==> src/rtl/gray_step_monitor_if.sv <==
// -----------------------------------------------------------------------------
// gray_step_monitor_if
//
// Purpose : Bundles the Gray bus input, the error-clear control and all of the
//           monitor's status outputs, so that a Gray source/controller and the
//           monitor connect through one port.
//
// Parameters:
//   WIDTH  width of the Gray bus and of the binary output
//   POS_W  width of the signed position accumulator
//
// Signals:
//   gray_in     Gray code from the upstream counter (source -> monitor)
//   clr_err     synchronous clear of fault state / sticky error (source -> monitor)
//   bin_out     registered binary equivalent of the last sampled gray_in
//   valid       a reference sample exists (monitor tracking or faulted)
//   step_up     one-cycle pulse on a legal +1 step
//   step_dn     one-cycle pulse on a legal -1 step
//   dir_out     last legal step direction, 1 = up
//   pos         signed net step count
//   err         one-cycle pulse on the first illegal transition
//   err_sticky  latched error
//   err_cnt     illegal-transition counter (only with GRAY_MON_ERRCNT_EN)
//
// Modports:
//   master  the side that drives gray_in/clr_err and observes the status
//   slave   the monitor itself
//
// Build option: define GRAY_MON_ERRCNT_EN to add err_cnt.
// -----------------------------------------------------------------------------
interface gray_step_monitor_if #(
    parameter int WIDTH = 4,
    parameter int POS_W = 16
);
    logic [WIDTH-1:0]        gray_in;
    logic                    clr_err;
    logic [WIDTH-1:0]        bin_out;
    logic                    valid;
    logic                    step_up;
    logic                    step_dn;
    logic                    dir_out;
    logic signed [POS_W-1:0] pos;
    logic                    err;
    logic                    err_sticky;
`ifdef GRAY_MON_ERRCNT_EN
    logic [7:0]              err_cnt;
`endif

    modport master (
`ifdef GRAY_MON_ERRCNT_EN
        input  err_cnt,
`endif
        output gray_in, clr_err,
        input  bin_out, valid, step_up, step_dn, dir_out, pos, err, err_sticky
    );

    modport slave (
`ifdef GRAY_MON_ERRCNT_EN
        output err_cnt,
`endif
        input  gray_in, clr_err,
        output bin_out, valid, step_up, step_dn, dir_out, pos, err, err_sticky
    );
endinterface

==> src/rtl/gray_step_monitor.sv <==
// -----------------------------------------------------------------------------
// gray_step_monitor
//
// Purpose : Samples a Gray-coded counter bus every clock, converts it to
//           binary, classifies each sample-to-sample change as hold / up /
//           down / illegal, keeps a signed position accumulator and reports
//           Gray-sequence violations (pulse + sticky flag).
//
// Ports:
//   clk  rising-edge clock, same domain as the Gray source
//   rst  asynchronous, active-high reset
//   mon  gray_step_monitor_if.slave
//          in : gray_in, clr_err
//          out: bin_out, valid, step_up, step_dn, dir_out, pos, err,
//               err_sticky (+ err_cnt with GRAY_MON_ERRCNT_EN)
//
// Operating modes:
//   IDLE   capture a reference sample only, then go to TRACK
//   TRACK  classify every change; an illegal change enters FAULT
//   FAULT  position and direction frozen until clr_err re-arms via IDLE
//
// Build option: GRAY_MON_ERRCNT_EN adds an 8-bit saturating count of illegal
// transitions seen in TRACK and FAULT (cleared by clr_err in any state).
// Without it, only the first violation is reported (the err pulse on entry
// to FAULT).
// -----------------------------------------------------------------------------
module gray_step_monitor #(
    parameter int WIDTH = 4,
    parameter int POS_W = 16
) (
    input  logic               clk,
    input  logic               rst,
    gray_step_monitor_if.slave mon
);

    typedef enum logic [1:0] {
        IDLE  = 2'd0,
        TRACK = 2'd1,
        FAULT = 2'd2
    } state_t;

    // -------------------------------------------------------------------------
    // Registers
    // -------------------------------------------------------------------------
    state_t                  state_q,   state_d;
    // bin_q is both the registered binary output and the reference sample for
    // the next classification; a separate "prev" copy would always be equal.
    logic [WIDTH-1:0]        bin_q,     bin_d;
    logic                    step_up_q, step_up_d;
    logic                    step_dn_q, step_dn_d;
    logic                    dir_q,     dir_d;
    logic signed [POS_W-1:0] pos_q,     pos_d;
    logic                    err_q,     err_d;
    logic                    sticky_q,  sticky_d;

    // -------------------------------------------------------------------------
    // Gray -> binary: b[i] is the XOR of all Gray bits at or above i, i.e. the
    // XOR of the Gray word shifted right by 0..WIDTH-1.
    // -------------------------------------------------------------------------
    function automatic logic [WIDTH-1:0] gray2bin(input logic [WIDTH-1:0] g);
        logic [WIDTH-1:0] b;
        b = '0;
        for (int s = 0; s < WIDTH; s++) begin
            b = b ^ (g >> s);
        end
        return b;
    endfunction

    logic [WIDTH-1:0] b_now;
    logic [WIDTH-1:0] diff;
    logic             is_up;
    logic             is_dn;
    logic             is_ill;

    // The modulo-2^WIDTH difference makes the wrap cases (max -> 0 and
    // 0 -> max) fall out as ordinary +1 / -1 steps. Classification is on the
    // binary distance, so a one-bit Gray change that skips codes is illegal.
    always_comb begin
        b_now  = gray2bin(mon.gray_in);
        diff   = b_now - bin_q;
        is_up  = (diff == WIDTH'(1));
        is_dn  = (diff == '1);
        is_ill = (diff != '0) && !is_up && !is_dn;
    end

    // -------------------------------------------------------------------------
    // Next-state / output logic
    // -------------------------------------------------------------------------
    always_comb begin
        // NOTE: every variable gets a default first so no path leaves it
        // unassigned; that is what keeps this block free of inferred latches.
        state_d   = state_q;
        bin_d     = b_now;
        step_up_d = 1'b0;
        step_dn_d = 1'b0;
        dir_d     = dir_q;
        pos_d     = pos_q;
        err_d     = 1'b0;
        sticky_d  = sticky_q;

        unique case (state_q)
            IDLE: begin
                // Reference capture only; clr_err has nothing to clear here.
                state_d = TRACK;
            end

            TRACK: begin
                if (mon.clr_err) begin
                    sticky_d = 1'b0;
                end
                if (is_up) begin
                    step_up_d = 1'b1;
                    pos_d     = pos_q + POS_W'(1);
                    dir_d     = 1'b1;
                end else if (is_dn) begin
                    step_dn_d = 1'b1;
                    pos_d     = pos_q - POS_W'(1);
                    dir_d     = 1'b0;
                end else if (is_ill) begin
                    // A fresh violation outranks a simultaneous clear.
                    err_d    = 1'b1;
                    sticky_d = 1'b1;
                    state_d  = FAULT;
                end
            end

            FAULT: begin
                // Frozen; only a clear (which beats any concurrent violation)
                // leaves this state, restarting the position from zero.
                if (mon.clr_err) begin
                    sticky_d = 1'b0;
                    pos_d    = '0;
                    state_d  = IDLE;
                end
            end

            default: begin
                state_d = IDLE;
            end
        endcase
    end

    always_ff @(posedge clk or posedge rst) begin
        if (rst) begin
            state_q   <= IDLE;
            bin_q     <= '0;
            step_up_q <= 1'b0;
            step_dn_q <= 1'b0;
            dir_q     <= 1'b1;
            pos_q     <= '0;
            err_q     <= 1'b0;
            sticky_q  <= 1'b0;
        end else begin
            // NOTE: non-blocking assignments so every register samples the
            // pre-edge values regardless of statement order.
            state_q   <= state_d;
            bin_q     <= bin_d;
            step_up_q <= step_up_d;
            step_dn_q <= step_dn_d;
            dir_q     <= dir_d;
            pos_q     <= pos_d;
            err_q     <= err_d;
            sticky_q  <= sticky_d;
        end
    end

    // -------------------------------------------------------------------------
    // Optional illegal-transition counter
    // -------------------------------------------------------------------------
`ifdef GRAY_MON_ERRCNT_EN
    logic [7:0] err_cnt_q, err_cnt_d;

    // Counts every violation while a reference exists, including the ones
    // that FAULT otherwise swallows silently; holds at 255.
    always_comb begin
        err_cnt_d = err_cnt_q;
        if (mon.clr_err) begin
            err_cnt_d = '0;
        end else if ((state_q != IDLE) && is_ill && (err_cnt_q != 8'hFF)) begin
            err_cnt_d = err_cnt_q + 8'd1;
        end
    end

    always_ff @(posedge clk or posedge rst) begin
        if (rst) begin
            err_cnt_q <= '0;
        end else begin
            err_cnt_q <= err_cnt_d;
        end
    end

    assign mon.err_cnt = err_cnt_q;
`endif

    // -------------------------------------------------------------------------
    // Outputs
    // -------------------------------------------------------------------------
    assign mon.bin_out    = bin_q;
    assign mon.valid      = (state_q != IDLE);
    assign mon.step_up    = step_up_q;
    assign mon.step_dn    = step_dn_q;
    assign mon.dir_out    = dir_q;
    assign mon.pos        = pos_q;
    assign mon.err        = err_q;
    assign mon.err_sticky = sticky_q;

    // At most one of the event pulses may be active in any cycle.
    pulse_exclusive_a: assert property (
        @(posedge clk) disable iff (rst) $onehot0({step_up_q, step_dn_q, err_q})
    );

endmodule

==> src/flat_wrapper.sv <==
// flat-port wrapper written by rule: the top's interface ports become plain ports
module gray_step_monitor_flat 
#(
    parameter int WIDTH = 4,
    parameter int POS_W = 16
)
  (clk, rst, mon_gray_in, mon_clr_err, mon_bin_out, mon_valid, mon_step_up, mon_step_dn, mon_dir_out, mon_pos, mon_err, mon_err_sticky);
  gray_step_monitor_if #(.WIDTH(WIDTH), .POS_W(POS_W)) mon_i ();
  input  logic clk;
  input  logic rst;
  input wire logic [$bits(mon_i.gray_in)-1:0] mon_gray_in;
  input wire logic [$bits(mon_i.clr_err)-1:0] mon_clr_err;
  output wire logic [$bits(mon_i.bin_out)-1:0] mon_bin_out;
  output wire logic [$bits(mon_i.valid)-1:0] mon_valid;
  output wire logic [$bits(mon_i.step_up)-1:0] mon_step_up;
  output wire logic [$bits(mon_i.step_dn)-1:0] mon_step_dn;
  output wire logic [$bits(mon_i.dir_out)-1:0] mon_dir_out;
  output wire logic [$bits(mon_i.pos)-1:0] mon_pos;
  output wire logic [$bits(mon_i.err)-1:0] mon_err;
  output wire logic [$bits(mon_i.err_sticky)-1:0] mon_err_sticky;
  assign mon_i.gray_in = mon_gray_in;
  assign mon_i.clr_err = mon_clr_err;
  assign mon_bin_out = mon_i.bin_out;
  assign mon_valid = mon_i.valid;
  assign mon_step_up = mon_i.step_up;
  assign mon_step_dn = mon_i.step_dn;
  assign mon_dir_out = mon_i.dir_out;
  assign mon_pos = mon_i.pos;
  assign mon_err = mon_i.err;
  assign mon_err_sticky = mon_i.err_sticky;
  gray_step_monitor #(.WIDTH(WIDTH), .POS_W(POS_W)) u_core (.clk(clk), .rst(rst), .mon(mon_i));
endmodule
==> config.mk <==
export PLATFORM = sky130hd
export DESIGN_NAME = gray_step_monitor_flat
export DESIGN_NICKNAME = d
export VERILOG_FILES = /design/src/rtl/gray_step_monitor_if.sv /design/src/rtl/gray_step_monitor.sv /design/src/flat_wrapper.sv
export SDC_FILE = /design/constraint.sdc
export NUM_CORES = 1
export LEC_CHECK = 0
export ABC_AREA = 1
export ABC_CLOCK_PERIOD_IN_PS = 3900
export CORE_MARGIN = 2
export CORE_UTILIZATION = 55
export CTS_CLUSTER_DIAMETER = 120
export DETAILED_ROUTE_END_ITERATION = 10
export HOLD_SLACK_MARGIN = 0.1
export PLACE_DENSITY = 0.91
export SYNTH_ARGS = -nofsm -noshare
export SYNTH_HDL_FRONTEND = slang
export SYNTH_SLANG_ARGS = --single-unit
==> constraint.sdc <==
create_clock -name clk -period 3.9 [get_ports clk]
set_input_delay 0.78 -clock clk [delete_from_list [all_inputs] [get_ports clk]]
set_output_delay 0.78 -clock clk [all_outputs]
set_load 0.03 [all_outputs]
==> flow_summary.json, run 1 <==
{
  "status": "completed",
  "numPortBuffers": 32,
  "remaining_drc_errors": 0,
  "cp_common_cell": "nand2_1",
  "cts_hold_buf": 0,
  "wl_per_cell_um": 16.8,
  "final_cell_mix": "87 x nand2_1, 36 x inv_1, 36 x buf_4, 28 x clkdlybuf4s50_1, 26 x dfrtp_1",
  "diodes": 0,
  "worst-path-buf-inv": 4,
  "place_inst": 413,
  "cts.path.max_buffers": 2,
  "mostFrequentLayoutCell": "nand2_1",
  "max_freq_mhz": 263,
  "syn_inst": 299,
  "die_w_um": 67.5,
  "numCtsBuffers": 3,
  "routed.top_layer": "met4",
  "async_flop_share_pct": 100,
  "timing.final.max_slew_violations": 0,
  "hold_viol": 0,
  "syn2layout_area_growth_pct": 42.8,
  "die_y_um": 67.5,
  "grtUsageTotal_pct": 26.5,
  "period_needed_ns": 3.80,
  "synth_edf_count": 0,
  "crit_fanout": 7,
  "drive_gt1_share_pct": 27.9,
  "initial_core_util_pct": 56.2,
  "hold_ws_ns": 0.532,
  "antenna_found_initial": 0,
  "syn_area_per_cell_um2": 7.41,
  "core-area_mm2": 0.00394,
  "rows": 23,
  "cpMaxStageDelayCell": "fa_1",
  "yosys_register_bits": 27,
  "initialDrtViolationCount": 244,
  "dieArea_mm2": 0.00455,
  "synth_cell_types": 29,
  "ant_nets": 0,
  "grt_pass1_wl_um": 9290,
  "h-tree-depth": 1,
  "worstSetupPathType": "in2reg",
  "setup_viol": 0,
  "num_vias": 2413,
  "grt_max_degree": 28,
  "clock_sinks": 27,
  "io_pins": 33,
  "rsz0062_at_grt": "false",
  "dr.pass1.iters": 5,
  "synthFlopType": "dfrtp_1",
  "wl_met3_um": 499,
  "syn-num-nets": 332,
  "synthesis.area_mm2": 0.00221,
  "yosysWarnings": 0,
  "wl_met2_um": 3580,
  "grt_pass1_vias": 2106,
  "gp_congestion": 0.935,
  "post-route-period-util_pct": 97.4,
  "hpwl_um": 4100,
  "cp-end-kind": "flop",
  "start_kind": "primary input",
  "path_clk_slew_ns": 0.11,
  "max_cap_viol_count": 0,
  "clkLatencyLatePin_ns": 0.29,
  "drt_wl_total_um": 7090,
  "root_buffer": "clkbuf_8",
  "grt_overflow": 0,
  "final_nets": 407,
  "setup-tns-final_ns": 0,
  "via_per_inst": 5.70,
  "worstPathRequired_ns": 4.14,
  "ys_seq_area_share_pct": 30.6,
  "crit_chain": "dlymetal6s2s_1, xor2_2, xor2_1, ha_2, fa_1, inv_1, nor2_2, nand3_2, buf_12, buf_4, ha_1, nand2_1, nand2_1, o21bai_1, a21oi_1, nand2_1, nand2_1, nand3_1, nand2_1",
  "cp_top_family": "adder cells",
  "max_stage_delay_ns": 0.54,
  "cts_tree": "yes",
  "wl_met1_um": 2660,
  "worst_pin_slew_ns": 1.09,
  "fin_skew_ns": 0.00924,
  "hp-class": "reg2reg",
  "post-route-util_pct": 80.2,
  "final_cells": 423,
  "worstPathArrival_ns": 4.03,
  "relSlewSlack_pct": 26.9
}
==> cell families (layout without fill, tap and decap cells) <==
logic type | Yosys count | in the layout | share of synthesized area [%]
adders and majority gates | 26 | 26 | 15.4
AOI/OAI and AO/OA | 24 | 24 | 6.16
xor gates and xnor gates | 11 | 11 | 4.35
buffers and inverters | 40 | 114 | 7.97
DFF | 27 | 27 | 30.6
and+or+nand+nor | 171 | 171 | 35.6
==> final cells by class <==
| class | instances | area [um^2] |
|---|---|---|
| clock buffer | 3 | 41.3 |
| clock inverter | 1 | 7.51 |
| fill | 226 | 779 |
| inverter | 38 | 145 |
| multi-input combinational | 232 | 1570 |
| sequential | 27 | 677 |
| tap | 50 | 62.6 |
| timing repair buffer | 72 | 663 |
==> final timing paths <==
check / start / end / slack [ns] / depth (start not counted)
hold reg to reg: u_core.state_q[0] / u_core.state_q[0] / 0.53 / 2
setup reg to reg: u_core.mon.bin_out[0] / u_core.mon.pos[13] / 0.74 / 16
hold / removal: u_core.state_q[0] / u_core.state_q[0] / 0.53 / 2
min in group asynchronous: rst / u_core.mon.pos[0] / 1.05 / 2
max in group asynchronous: rst / u_core.mon.pos[12] / 2.18 / 2
setup / recovery: mon_gray_in[3] / u_core.mon.pos[13] / 0.10 / 19
==> layer usage <==
layer / up-vias / track usage [%]
met2: 155 / 48.3
met4: 0 / 10.7
li1: 1092 / -
met3: 44 / 3.00
met1: 1122 / 31.6
met5: - / 0
==> worst min-delay path: stages, from the launching register on <==
cell and delay, ns:
dfrtp_1 0.38, nand2_1 0.07, nand2_1 0.05
==> metrics by stage <==
step	setup slack, ns	cell area, um^2
2_1_floorplan	0.0788	2220
3_3_place_gp	-0.264	2840
3_5_place_dp	-0.447	2840
4_1_cts	-0.000368	2920
5_1_grt	0.0284	3160
6_report	0.103	3160
==> sequential cells by signal (all words and copies together), names as in the netlist <==
name,flops
u_core.mon.step_dn,1
u_core.mon.step_up,1
u_core.mon.pos,16
u_core.state_q,2
u_core.mon.err_sticky,1
u_core.mon.dir_out,1
u_core.mon.err,1
u_core.mon.bin_out,4
==> Yosys cell counts, drive strengths merged, types with 3 or more instances <==
cell,n,area [um^2]
nor2,23,121
a21o,3,22.5
dfrtp,26,651
nand3b,4,30.0
a21oi,12,63.8
nand3,28,145
nand2,108,443
xor2,10,87.6
o21ai,7,35.0
inv,38,145
or2,4,25.0
ha,24,300
==> what timing repair did <==
item / in CTS / in global routing
resized for setup: 7 / 35
buffers inserted: 0 / 6
pin swaps: 0 / 12
endpoints found under the setup margin: 8 / 11
Power of run 1 is left out: the tool's default activity adds up to more than one toggle a clock period on the data nets, which glitch-free logic cannot reach.
==> run 2, diff against run 1 <==
--- a/config.mk
+++ b/config.mk
@@ -7,7 +7,6 @@
 export LEC_CHECK = 0
 export ABC_AREA = 1
 export ABC_CLOCK_PERIOD_IN_PS = 3900
-export CORE_MARGIN = 2
 export CORE_UTILIZATION = 55
 export CTS_CLUSTER_DIAMETER = 120
 export DETAILED_ROUTE_END_ITERATION = 10
==> run 2 against run 1 <==
Count of clock-buffer cells in the layout unchanged. Highest routed layer unchanged. Hold slack better by 0.0072 ns. Critical path depth up 1. Non-clock buffer count up 1. Routed wire length up 14%. Critical endpoint is now u_core.mon.pos[9]. Largest cell class unchanged. Final cell count down 0.24%. Clock skew down 0.0066 ns. First-iteration DRC count up 36%.
==> flow_summary.json, run 2 (synthesized netlist as in run 1, its figures left out) <==
{
  "syn2layout_area_growth_pct": 48.1,
  "max_stage_delay_ns": 0.35,
  "gp_congestion": 0.900,
  "clock_sinks": 27,
  "wl_met2_um": 3830,
  "numPortBuffers": 32,
  "drt_wl_total_um": 8100,
  "start_kind": "primary input",
  "dr.pass1.iters": 6,
  "rsz0062_at_grt": "false",
  "via_per_inst": 6.13,
  "die_y_um": 65.5,
  "largest_reg_flops": 16,
  "hp-class": "reg2reg",
  "rows": 22,
  "post-route-period-util_pct": 96.5,
  "diodes": 0,
  "clkLatencyLatePin_ns": 0.29,
  "hold_viol": 0,
  "crit_chain": "dlygate4sd2_1, xor2_2, buf_6, buf_4, ha_1, a21oi_2, buf_4, nand2_2, nand2_2, nand2_1, nand3_4, buf_12, ha_4, or2_2, nand3b_1, nand3_2, a21oi_1, nand2_1, nand3_1, nand2_2",
  "grt_overflow": 0,
  "crit_fanout": 5,
  "dieArea_mm2": 0.00428,
  "drive_gt1_share_pct": 30.2,
  "worstSetupPathType": "in2reg",
  "io_pins": 33,
  "remaining_drc_errors": 0,
  "cts_hold_buf": 0,
  "relSlewSlack_pct": 26.2,
  "fill_cells": 163,
  "max_cap_viol_count": 0,
  "critPathLaunch": "mon_gray_in[3]",
  "num_vias": 2587,
  "cp_common_cell": "nand2_2",
  "initial_core_util_pct": 58.7,
  "root_buffer": "clkbuf_8",
  "wl_per_cell_um": 19.2,
  "worstPathArrival_ns": 3.96,
  "grtUsageTotal_pct": 30.8,
  "cts_tree": "yes",
  "final_nets": 408,
  "path_clk_slew_ns": 0.11,
  "cpMaxStageDelayCell": "ha_1",
  "hp-start": "u_core.state_q[0]",
  "core-area_mm2": 0.00377,
  "setup_viol": 0,
  "worst_pin_slew_ns": 1.11,
  "initialDrtViolationCount": 331,
  "wl_met1_um": 2870,
  "hpwl_um": 4080,
  "fin_skew_ns": 0.00266,
  "setup-tns-final_ns": 0,
  "period_needed_ns": 3.76,
  "wl_met3_um": 786,
  "timing.rr.start": "u_core.mon.bin_out[0]",
  "h-tree-depth": 1,
  "ant_nets": 0,
  "max_freq_mhz": 266,
  "grt_pass1_vias": 2251,
  "worstPathRequired_ns": 4.09,
  "final_cell_mix": "87 x nand2_1, 36 x inv_1, 36 x buf_4, 28 x clkdlybuf4s50_1, 26 x dfrtp_1",
  "numCtsBuffers": 3,
  "routed.top_layer": "met4",
  "grt_max_degree": 28,
  "die_w_um": 65.5,
  "antenna_found_initial": 0,
  "grt_pass1_wl_um": 10000,
  "mostFrequentLayoutCell": "nand2_1",
  "status": "completed",
  "cp-end-kind": "flop",
  "cts.path.max_buffers": 2,
  "timing.final.max_slew_violations": 0
}
run 2: critical path: cells and delay by family:
kind | cells | cell delay (ns)
and+or+nand+nor | 10 | 1.23
buffers and inverters | 5 | 0.83
adders and majority gates | 2 | 0.55
AOI/OAI and AO/OA | 2 | 0.40
xor gates and xnor gates | 1 | 0.17
run 2: final timing paths:
kind / end / slack, ns / depth (start not counted)
min in group asynchronous: u_core.mon.pos[1] / 1.08 / 2
max in group asynchronous: u_core.mon.pos[12] / 2.16 / 2
max: u_core.mon.pos[9] / 0.14 / 20
min reg2reg: u_core.state_q[0] / 0.54 / 2
min: u_core.state_q[0] / 0.54 / 2
max reg2reg: u_core.mon.pos[9] / 0.89 / 14
run 2: per-layer routing:
metal / GRT usage, % / vias up
li1: - / 1097
met1: 35.8 / 1165
met2: 54.4 / 226
met3: 4.86 / 99
met4: 15.5 / 0
met5: 0 / -
run 2: layout make-up:
class                           instances  area [um^2]  area share, %
Timing Repair Buffer                   73          698           21.3
Inverter                               38          145           4.43
Tap cell                               48         60.1           1.83
Sequential cell                        27          677           20.6
Clock inverter                          1         5.00          0.153
Clock buffer                            3         41.3           1.26
Multi-Input combinational cell        232         1650           50.4
run 2: what timing repair did:
| action | CTS | global route |
|---|---|---|
| gates cloned | 0 | 2 |
| setup buffers | 1 | 3 |
| resized for setup | 9 | 40 |
| endpoints found under the setup margin | 9 | 10 |
| pin swaps | 2 | 13 |
run 2: metrics by stage:
step / cells / worst slack [ns] / hold slack (ns) / utilization (%) / area [um^2]
after detailed placement: 412 / -0.494 / 0.505 / 75.7 / 2860
after global routing: 422 / 0.00701 / 0.573 / 87.0 / 3280
after CTS: 417 / 0.00603 / 0.529 / 78.3 / 2950
after global placement: 412 / -0.264 / 0.499 / 75.7 / 2860
after floorplan: 299 / 0.0788 / 0.470 / - / 2220
final: 422 / 0.135 / 0.539 / 87.0 / 3280
Power of run 2 is left out for the same reason.
==> run 3, diff against run 2 <==
--- a/config.mk
+++ b/config.mk
@@ -7,6 +7,7 @@
 export LEC_CHECK = 0
 export ABC_AREA = 1
 export ABC_CLOCK_PERIOD_IN_PS = 3900
+export CORE_ASPECT_RATIO = 0.8
 export CORE_UTILIZATION = 55
 export CTS_CLUSTER_DIAMETER = 120
 export DETAILED_ROUTE_END_ITERATION = 10
==> run 3 against run 2 <==
Non-clock buffer count shrank 4. Clock skew is 0.0016 ns higher. Count of clock-buffer cells in the layout unchanged. Critical endpoint is now u_core.mon.pos[15]. First-iteration DRC count shrank 54%. Hold slack lost 0.016 ns. Design area fell by 3.8%. Sequential share of layout area increased by 0.81 points. Critical path type unchanged.
==> flow_summary.json, run 3 (synthesized netlist as in run 1, its figures left out) <==
{
  "io_pins": 33,
  "worst_pin_slew_ns": 1.08,
  "initial_core_util_pct": 57.8,
  "grt_pass1_vias": 2100,
  "final_cell_mix": "86 x nand2_1, 36 x inv_1, 35 x buf_4, 28 x clkdlybuf4s50_1, 26 x dfrtp_1",
  "worstPathRequired_ns": 4.08,
  "worstHoldPathCells": 2,
  "h-tree-depth": 1,
  "rsz0062_at_grt": "false",
  "largest_reg_flops": 16,
  "fin_skew_ns": 0.00421,
  "ant_nets": 0,
  "remaining_drc_errors": 0,
  "cts_tree": "yes",
  "via_per_inst": 5.26,
  "grt_max_degree": 28,
  "start_kind": "primary input",
  "root_buffer": "clkbuf_8",
  "initialDrtViolationCount": 153,
  "num_vias": 2237,
  "grt_pass1_wl_um": 9020,
  "dr.pass1.iters": 5,
  "mostFrequentLayoutCell": "nand2_1",
  "numCtsBuffers": 3,
  "max_freq_mhz": 279,
  "relSlewSlack_pct": 27.8,
  "core-area_mm2": 0.00383,
  "cp-end-kind": "flop",
  "cts_hold_buf": 0,
  "diodes": 0,
  "antenna_found_initial": 0,
  "max_cap_viol_count": 0,
  "status": "completed",
  "worstPathArrival_ns": 3.76,
  "die_w_um": 72.9,
  "grt_overflow": 0,
  "numPortBuffers": 32,
  "hpwl_um": 4080,
  "die_y_um": 58.8,
  "hp-class": "reg2reg",
  "wl_per_cell_um": 14.3,
  "crit_fanout": 14,
  "drive_gt1_share_pct": 27.0,
  "drt_wl_total_um": 6070,
  "worstSetupPathType": "in2reg",
  "setup_viol": 0,
  "period_needed_ns": 3.58,
  "post-route-util_pct": 82.4,
  "hold_viol": 0,
  "post-route-period-util_pct": 91.8,
  "clock_sinks": 27,
  "r2r_cells": 14,
  "rows": 20,
  "grtUsageTotal_pct": 27.6,
  "path_clk_slew_ns": 0.10,
  "syn2layout_area_growth_pct": 42.5,
  "gp_congestion": 0.879,
  "clkLatencyLatePin_ns": 0.28,
  "timing.final.max_slew_violations": 0,
  "final_nets": 404,
  "cts.path.max_buffers": 2,
  "dieArea_mm2": 0.00429
}
==> run 3: changes by cell type in the layout (fill, tap and decap cells not counted), moves of 2 or more <==
cell       change
ha_1           +5
ha_4           -5
clkbuf_16      -2
fa_1           +2
fa_2           -2
==> run 3: per-layer routing <==
layer / wire length [um] / GRT usage, % / up-vias
met5: 0 / 0 / -
met4: 130 / 8.96 / 0
met3: 315 / 3.94 / 17
met2: 3200 / 51.4 / 78
met1: 2420 / 32.9 / 1052
li1: - / - / 1090
==> run 3: worst paths after layout <==
| path | start | endpoint | slack (ns) |
|---|---|---|---|
| min in group asynchronous | rst | u_core.mon.bin_out[1] | 1.06 |
| worst min-delay path | u_core.mon.err_sticky | u_core.mon.err_sticky | 0.52 |
| worst max-delay path | mon_gray_in[3] | u_core.mon.pos[15] | 0.32 |
| worst min register to register | u_core.mon.err_sticky | u_core.mon.err_sticky | 0.52 |
| worst max register to register | u_core.mon.bin_out[0] | u_core.mon.pos[12] | 1.02 |
| max in group asynchronous | rst | u_core.mon.err_sticky | 2.19 |
==> run 3: stage by stage <==
stage               TNS (ns)  cells  worst slack [ns]  hold WS, ns  instance area, um^2
finish                     0    425             0.321        0.523                 3160
global route               0    425             0.145        0.553                 3160
CTS                  -0.0216    423           -0.0118        0.534                 2940
detailed placement     -4.18    418            -0.434        0.511                 2860
global placement       -1.87    418            -0.256        0.495                 2860
floorplan                  0    299            0.0788        0.470                 2220
==> run 3: what timing repair did <==
item,4_1_cts,5_1_grt
gates resized for setup,7,31
endpoints found under the setup margin,9,12
pin swaps,1,7
setup buffers,1,2
==> run 3: critical path, cell delays in order <==
cell	delay [ns]
dlymetal6s2s_1	0.15
xor2_2	0.25
buf_4	0.19
xor2_4	0.17
inv_1	0.08
ha_1	0.19
a21oi_2	0.18
buf_4	0.14
nand2_2	0.06
nand2_2	0.09
nand2_4	0.07
nand3_4	0.10
buf_12	0.18
ha_1	0.29
nand2_1	0.12
a21oi_1	0.09
nor2_1	0.13
nand2_2	0.10
a21oi_2	0.15
nand3_1	0.09
nand3_1	0.08
nand2_1	0.05
==> run 3: final cells by class <==
type | instances | area (um^2)
timing repair buffer | 69 | 633
sequential | 27 | 677
tap | 55 | 68.8
clock buffer | 3 | 41.3
clock inverter | 1 | 7.51
multi-input combinational | 232 | 1580
inverter | 38 | 145
fill | 224 | 673
Power of run 3 is left out for the same reason.
==> edit, RTL diff (config.mk and constraints of run 3) <==
The 3 states of `state_t` get a one-hot encoding in 3 bits.
--- a/src/rtl/gray_step_monitor.sv
+++ b/src/rtl/gray_step_monitor.sv
@@ -33,10 +33,10 @@
     gray_step_monitor_if.slave mon
 );
 
-    typedef enum logic [1:0] {
-        IDLE  = 2'd0,
-        TRACK = 2'd1,
-        FAULT = 2'd2
+    typedef enum logic [2:0] {
+        IDLE  = 3'b001,
+        TRACK = 3'b010,
+        FAULT = 3'b100
     } state_t;
 
     // -------------------------------------------------------------------------
Check against the original RTL: same outputs for any inputs over 10 cycles, from zero or initial values and one cycle with rst high; not proved beyond that.
==> edit against run 3 <==
- first-iteration DRC count rose to 2.8 times the old value
- non-clock buffer count grew 6
- synthesized area fell by 3.7%
- final area rose by 2.1%
- worst setup slack got worse by 0.31 ns
- routed wire length rose by 40%
- sequential cell count is 1 higher
- global-route usage increased by 1.9 points
Power is not shown: default switching activity piles up to over one toggle a cycle in this logic, so the estimate is an artifact.
==> edit: results (changes against run 3) <==
hold endpoint=u_core.mon.err_sticky (unchanged); vias per cell=6.59 (was 5.26); status=completed (unchanged); FF-to-FF End=u_core.mon.pos[15] (was u_core.mon.pos[12]); n_diodes=0 (unchanged); Worst Path Max Fanout=7 (was 14); post-synthesis sequential area ratio=33.0% (was 30.6%); first-pass GRT wire length=9.55 mm (was 9.02 mm); post-DP HPWL=3.82 mm (was 4.08 mm); All-Layer GR Usage=29.5% (was 27.6%); Iteration-0 DRC Markers=435 (was 153); WHS Path Cells=2 (unchanged); share of the synthesized area in the top cell type=30.5% (was 29.4%); Synth cell types=35 (was 29); DR pass1 iterations=7 (was 5); top cells by count, synth=nand2_1, inv_1, dfrtp_1 (was nand2_1, inv_1, nand3_1); Layout Nets=389 (was 404); Clock Latency Late Sink=0.28 ns (about the same); Post-CTS Resized=15 (was 7); Crit-path slowest cell=ha_1 (unchanged); Fin Clk Skew=0.00733 ns (was 0.00421 ns); syn nets=310 (was 332); share of cells above drive strength 1=34.0% (was 27.0%); flop-to-flop setup slack=0.83 ns (was 1.02 ns); largest net degree at the start of global routing=29 (was 28); vias in the first global route=2159 (was 2100); WL/cell=21.1 um (was 14.3 um); Critical Path AT=4.06 ns (was 3.76 ns); Max stage delay on crit path=0.34 ns (was 0.29 ns); Least-Margin Pin Slew=1.09 ns (was 1.08 ns); synth top area cells=dfrtp_1, nand2_1, ha_1 (unchanged); max reg flops=16 (unchanged); gpl congestion=0.876 (was 0.879); setup slack after placement=-0.505 ns (was -0.434 ns); CTS H-Tree Depth=1 (unchanged); # Post-CTS Setup Buffers=2 (was 1); reg2reg start=u_core.mon.bin_out[0] (unchanged); post-synthesis async set-or-reset flop share=100% (unchanged); Buffers on Ports=32 (unchanged); r2r worst-path depth=16 (was 14); final-report max-slew violation count=0 (unchanged); clock buffer depth=2 (unchanged); initial antenna violation count=0 (unchanged); Fillers=127 (was 224); Placed Area=2770 um^2 (was 2860 um^2)
-- edit: cell types whose count changed after synthesis, moves of 3 or more --
cell,change
ha_1,-4
inv_1,-3
nand2_2,-13
o21ai_1,+6
nor2_1,-4
o21ai_0,-6
o21ai_2,+3
inv_2,+3
xnor2_1,+6
xor2_1,-8
nor2_4,-3
-- edit: through the flow --
stage	instances	hold slack (ns)	utilization [%]
2_1_floorplan	281	0.543	-
3_3_place_gp	389	0.470	77.5
3_5_place_dp	389	0.484	77.5
4_1_cts	395	0.511	81.8
5_1_grt	401	0.539	90.4
6_report	401	0.514	90.4
-- edit: kinds of logic (layout without fill, tap and decap cells) --
group,after synthesis,after routing,synth area share [%]
buf+inv,38,116,7.04
xor+xnor,11,11,5.22
compound gates,28,28,7.86
fa+ha+maj,22,22,13.6
flops,28,28,33.0
simple gates,154,154,33.3
-- edit: per-layer routing --
layer  up-vias  share of wire [%]  global-route usage, %
met3       112                 11                   5.74
met2       260                 44                   51.9
met5         -                  0                      0
met1      1209                 36                   37.4
met4         0                9.2                   8.12
li1       1062                  -                      -
-- edit: worst max path at each step --
stage / startpoint / end / slack (ns) / depth (start not counted)
global placement: mon_gray_in[3] / u_core.mon.pos[15] / -0.35 / 20
finish: mon_gray_in[2] / u_core.mon.pos[15] / 0.02 / 24
detailed placement: mon_gray_in[3] / u_core.mon.pos[15] / -0.50 / 19
floorplan: mon_gray_in[2] / u_core.mon.pos[15] / 0.03 / 16
CTS: mon_gray_in[3] / u_core.mon.pos[15] / 0.16 / 18
global route: mon_gray_in[2] / u_core.mon.pos[13] / -0.29 / 24
-- edit: cell type report --
type	instances	share of cell area (%)
multi-input cells	215	49.1
flip-flops and latches	28	21.8
repair buffers	75	20.9
inverters	37	4.31
well taps	42	1.63
clock buffers	3	1.28
clock inverters	1	0.932
